File: src/rtl/uart_xmit.sv
// UART transmitter: serialises one byte per ready/valid transfer into an 8N1 frame,
// or 8E1 when the UART_XMIT_PARITY_EN macro is defined.
module uart_xmit #(
  parameter int unsigned CLOCK_FREQ = 125_000_000,
  parameter int unsigned BAUD_RATE  = 115_200
) (
  input  logic       clk,
  input  logic       reset,
  input  logic [7:0] data_in,
  input  logic       data_in_valid,
  output logic       data_in_ready,
  output logic       serial_out
);

  localparam int unsigned SYMBOL_EDGE_TIME    = CLOCK_FREQ / BAUD_RATE;
  localparam int unsigned CLOCK_COUNTER_WIDTH = $clog2(SYMBOL_EDGE_TIME);
  localparam logic [CLOCK_COUNTER_WIDTH-1:0] LAST_TICK =
    CLOCK_COUNTER_WIDTH'(SYMBOL_EDGE_TIME - 1);

  if (SYMBOL_EDGE_TIME < 2) begin : g_bad_baud
    $error("uart_xmit: CLOCK_FREQ/BAUD_RATE must be at least 2");
  end

  typedef enum logic [2:0] {
    IDLE,
    START,
    DATA,
`ifdef UART_XMIT_PARITY_EN
    PARITY,
`endif
    STOP
  } state_t;

  state_t                         state;
  state_t                         state_next;
  logic [CLOCK_COUNTER_WIDTH-1:0] clock_counter;
  logic [2:0]                     bit_counter;
  logic [7:0]                     data;
  logic                           transfer_c;
  logic                           bit_done_c;
  logic                           line_c;

  assign transfer_c = data_in_valid && data_in_ready;
  assign bit_done_c = (clock_counter == LAST_TICK);

  // Next state plus the line level for the bit currently being sent.
  always_comb begin
    state_next = state;
    line_c     = 1'b1;
    case (state)
      IDLE: begin
        if (transfer_c) state_next = START;
      end
      START: begin
        line_c = 1'b0;
        if (bit_done_c) state_next = DATA;
      end
      DATA: begin
        line_c = data[bit_counter];
        if (bit_done_c && (bit_counter == 3'd7)) begin
`ifdef UART_XMIT_PARITY_EN
          state_next = PARITY;
`else
          state_next = STOP;
`endif
        end
      end
`ifdef UART_XMIT_PARITY_EN
      PARITY: begin
        line_c = ^data;
        if (bit_done_c) state_next = STOP;
      end
`endif
      STOP: begin
        if (bit_done_c) state_next = IDLE;
      end
      default: begin
        state_next = IDLE;
      end
    endcase
  end

  always_ff @(posedge clk or negedge reset) begin
    if (!reset) state <= IDLE;
    else        state <= state_next;
  end

  // Bit timing, byte capture and the registered line/ready outputs.
  always_ff @(posedge clk or negedge reset) begin
    if (!reset) begin
      clock_counter <= '0;
      bit_counter   <= '0;
      data          <= '0;
      serial_out    <= 1'b1;
      data_in_ready <= 1'b0;
    end else begin
      if ((state == IDLE) || bit_done_c) clock_counter <= '0;
      else                               clock_counter <= clock_counter + 1'b1;

      if (state != DATA)   bit_counter <= '0;
      else if (bit_done_c) bit_counter <= bit_counter + 3'd1;

      if (transfer_c) data <= data_in;

      // line_c follows the current state, so the start bit appears one edge after the transfer
      serial_out    <= line_c;
      data_in_ready <= (state_next == IDLE);
    end
  end

endmodule

File: config.mk
export PLATFORM = sky130hd
export DESIGN_NAME = uart_xmit
export DESIGN_NICKNAME = d
export VERILOG_FILES = /design/src/rtl/uart_xmit.sv
export SDC_FILE = /design/constraint.sdc
export NUM_CORES = 1
export LEC_CHECK = 0
export BUFFER_PORTS_ARGS = -buffer_cell sky130_fd_sc_hd__buf_4
export CORE_AREA = 2 2 63 65
export CTS_BUF_LIST = sky130_fd_sc_hd__clkbuf_4 sky130_fd_sc_hd__clkbuf_8
export DETAILED_ROUTE_END_ITERATION = 16
export DIE_AREA = 0 0 65 67
export PLACE_DENSITY = 0.51
export SLEW_MARGIN = 20
export SYNTH_ARGS = -nofsm -noshare
export SYNTH_HDL_FRONTEND = slang
export SYNTH_SLANG_ARGS = --single-unit
File: constraint.sdc
create_clock -name clk -period 4.8 [get_ports clk]
set_input_delay 0.96 -clock clk [delete_from_list [all_inputs] [get_ports clk]]
set_output_delay 0.96 -clock clk [all_outputs]
set_load 0.05 [all_outputs]
==> impl_summary.md <==
Run status
The run finished with clean final reports.

Drt
The total number of vias is 1014. The detailed-routing iteration count for the pre-antenna-repair pass is 4. The sum of routed wire length over all layers is roughly 2700 um.

In the final routed layout, each cell accounts on average for ~15 um. In the routed design, unresolved DRC markers number 0. Using the TritonRoute via totals, the vias-per-cell ratio works out to 5.54. For this block, the initial DRC count from the detailed router was 44. The remaining number of nets flagged by the antenna check after routing is 0.

Timing
The highest clock rate is 485 MHz. The final hold violation count is 0. The transition at the pin with the smallest max-transition slack is about 950 ps. The shortest clock period the worst path allows after layout is between 2000 and 2500 ps.

The final count of negative-setup-slack endpoints is 0. The number of slew-limit violations in the final report is 0. Headroom to the max-slew limit came out at approximately 36%.

The final clock skew is around 6.5 ps. Setup repair after global routing left no endpoint under its margin. For the final routed database, the setup TNS stands at 0 ps. After layout, the worst path uses 43.0% of the clock period.

Pwr
The peak supply drop is between 100 and 150 uV. Power spread over the standard cell area amounts to 302 nW/um^2. Summing internal, switching and leakage power gives 472 uW. The leakage power total is between 0.6 and 0.7 nW.

Place
The number of I/O port buffers is 12. The final RePlAce weighted congestion is 0.795. Detailed placement finished with a half-perimeter wire length of between 1500 and 2000 um.

Finish
The layout cell share with drive strength beyond 1 is between 20% and 30%. The area growth from synthesis to layout is 12.0%. The antenna diode count is 0.

The final net count is approximately 150.

Clock tree
Clock-pin slew was measured on the worst setup and hold paths at about 90 ps. TritonCTS built the clock tree. The clock tree root driver cell is sky130_fd_sc_hd__clkbuf_8. The number of sinks handled by clock tree synthesis is 27.

The number of H-tree levels is 1. The maximum number of buffers from clock root to sink is 2. The CTS buffer count is 3. The later pin in the worst-skew pair is clocked with a latency of around 270 ps.

For this design, the CTS-stage hold fixing added 0 buffers. Post-CTS timing repair inserted 0 buffers for setup. In this run, post-CTS repair resized a total of 0 instances.

Global routing
The pin count of the biggest net entering global routing is 28. The global router's overall resource usage is 14.3%. The number of global-route vias before repair came to between 900 and 1000.

The first global-routing pass estimated approximately 4700 um of wire. The total grt overflow is 0. The initial antenna violation count is 0.

Logic synthesis
A synthesized cell averages roughly 11 sq um. The cell area after technology mapping is between 1000 and 1500 sq um. Of the total synthesized cell area, the portion taken by full adders, half adders and majority gates is 3.59%. The count of state elements after synthesis is 27. In the synthesized netlist the dominant register cell turns out to be sky130_fd_sc_hd__dfrtp_1.

The post-synthesis net count is 139. Sequential cells were found to cover 48.6% of the synthesized design area. The synthesized netlist devotes 13.4% of its cell area to compound gates. After synthesis, the largest family of logic cells by area is simple AND/OR/NAND/NOR gates.

The basic-gate share of the synthesized area counting and, or, nand and nor cells is between 10% and 20%. In the synthesized netlist, the number of instances is approximately 120. The count of yosys warnings during synthesis is 0. The portion of synthesized area spent on multiplexers is about an eighth. The fraction of registers with async set/reset is 100%.

The count of flip-flops with a built-in enable after synthesis is 0. The count of cell types in the netlist is 42. The synthesized-area fraction occupied by xor and xnor cells is approximately 1.3%.

Worst setup path
The number of cell instances on the worst register-to-register path is 3. STA classifies the critical path startpoint as a register. The data arrival time of the critical path is ~2300 ps. The worst register-to-register path ends at data_in_ready$_DFF_PN0_.

Of all nets on the critical path, the largest fanout is 7. In this run the register-to-register setup slack is about 2700 ps. STA puts the critical path data required time at 5010 ps. The master of the slowest instance on the critical path is sky130_fd_sc_hd__or4b_1. The kind of cell adding the most delay to the critical path is simple AND/OR/NAND/NOR gates. The critical path goes through or4b_1 -> nor3_1 -> a311o_1. STA classifies the critical path endpoint as a register. The worst path buffer plus inverter count is 0.

The critical register-to-register path startpoint is clock_counter[7]$_DFF_PN0_. The worst setup path is of the register to register kind. On the worst path, the slowest cell contributes a delay of approximately 660 ps.

Hold path
The worst hold path class is register to register. The startpoint of the lowest-slack hold path is data[4]$_DFFE_PN0P_. The number of stages on the worst hold path is 1. For hold timing, the worst endpoint is data[4]$_DFFE_PN0P_.

Floorplanning
The floorplan die area is around 4400 sq um. The row count is 22. The effective utilization at floorplan is between 30% and 40%.

The die width is around 65 um. For this design the top-level I/O count stands at 13. The chip height is roughly 67 um. The total core area is 3610 sq um.

Job
The number of maximum-capacitance constraint violations is 0.
how the worst max path moves through the flow:
| stage | start | endpoint | slack [ps] | cells after the start |
|---|---|---|---|---|
| 2_1_floorplan | clock_counter[7]$_DFF_PN0_ | state[0]$_DFF_PN0_ | 2940 | 4 |
| 4_1_cts | clock_counter[7]$_DFF_PN0_ | data_in_ready$_DFF_PN0_ | 2740 | 3 |
| 5_1_grt | clock_counter[7]$_DFF_PN0_ | data_in_ready$_DFF_PN0_ | 2570 | 3 |
| 3_5_place_dp | clock_counter[7]$_DFF_PN0_ | data_in_ready$_DFF_PN0_ | 2760 | 3 |
| 6_report | clock_counter[7]$_DFF_PN0_ | data_in_ready$_DFF_PN0_ | 2740 | 3 |
| 3_3_place_gp | clock_counter[7]$_DFF_PN0_ | data_in_ready$_DFF_PN0_ | 2790 | 3 |
cells in the mapped netlist (2+ instances only):
cell type / number / area share [%]
sky130_fd_sc_hd__mux2_2: 9 / 7.3
sky130_fd_sc_hd__o31ai_1: 4 / 2.2
sky130_fd_sc_hd__o21ai_0: 2 / 0.72
sky130_fd_sc_hd__nand3_1: 4 / 1.4
sky130_fd_sc_hd__nor2_1: 5 / 1.3
sky130_fd_sc_hd__mux2i_1: 2 / 1.4
sky130_fd_sc_hd__nand2b_1: 2 / 0.90
sky130_fd_sc_hd__nor3_1: 5 / 1.8
sky130_fd_sc_hd__mux4_2: 2 / 3.2
sky130_fd_sc_hd__ha_1: 4 / 3.6
sky130_fd_sc_hd__a31oi_1: 5 / 2.2
sky130_fd_sc_hd__dfrtp_1: 26 / 47
sky130_fd_sc_hd__nor3b_1: 2 / 1.1
sky130_fd_sc_hd__inv_1: 5 / 1.3
sky130_fd_sc_hd__nand2_1: 7 / 1.9
sky130_fd_sc_hd__or3_1: 2 / 0.90
sky130_fd_sc_hd__a21oi_1: 6 / 2.2
sky130_fd_sc_hd__nand4_1: 5 / 2.2
sky130_fd_sc_hd__or4_1: 3 / 1.6
sky130_fd_sc_hd__buf_6: 2 / 1.6
routing by layer:
metal	wire, um	global-route usage (%)	vias up
met4	38	5.59	0
met1	1410	19.8	506
met3	61	2.03	4
met2	1230	22.4	12
li1	-	-	492
met5	0	0	-
metrics by stage:
step                util [%]  setup slack, ps  instance area [sq um]  hold WS [ps]  instances
CTS                     43.3             2740                   1560           511        183
floorplan                  -             2940                   1390           474        124
global route            43.3             2570                   1560           537        183
global placement        41.8             2790                   1510           484        179
finish                  43.3             2740                   1560           509        183
detailed placement      41.9             2760                   1510           488        179
final cells by class:
class / instances / area (sq um)
inverter: 5 / 18.8
sequential: 27 / 677
timing repair buffer: 12 / 90.1
clock buffer: 3 / 41.3
tap: 48 / 60.1
multi-input combinational: 87 / 667
fill: 358 / 2040
clock inverter: 1 / 7.51
flip-flops by register name (all words and copies together), names as in the netlist:
register / count
state: 3
serial_out: 1
clock_counter: 11
data: 8
data_in_ready: 1
bit_counter: 3
cells by family after synthesis:
| logic type | after synthesis |
|---|---|
| mux | 13 |
| fa+ha+maj | 4 |
| other cells | 1 |
| xor+xnor | 2 |
| compound gates | 26 |
| simple gates | 41 |
| buf+inv | 10 |
| flops | 27 |
cell usage in the layout, fill, tap and decap left out, drive strengths merged, types with 2 or more instances in the layout:
master	instances
nor2	5
nand2	7
a31oi	5
buf	12
nand3	4
o31ai	4
ha	4
mux2i	2
mux2	9
nand2b	2
mux4	2
a21oi	6
dfrtp	26
nor3	5
or4	3
or3	3
inv	5
nand4	5
clkbuf	3
nor3b	2
o21ai	2
report_power, final:
part | switching [mW] | internal (mW) | total (mW)
combinational | 0.0397 | 0.0357 | 0.0754
clock | 0.0694 | 0.0588 | 0.128
sequential | 0.0209 | 0.247 | 0.268
(Power assumes the default switching activity.)
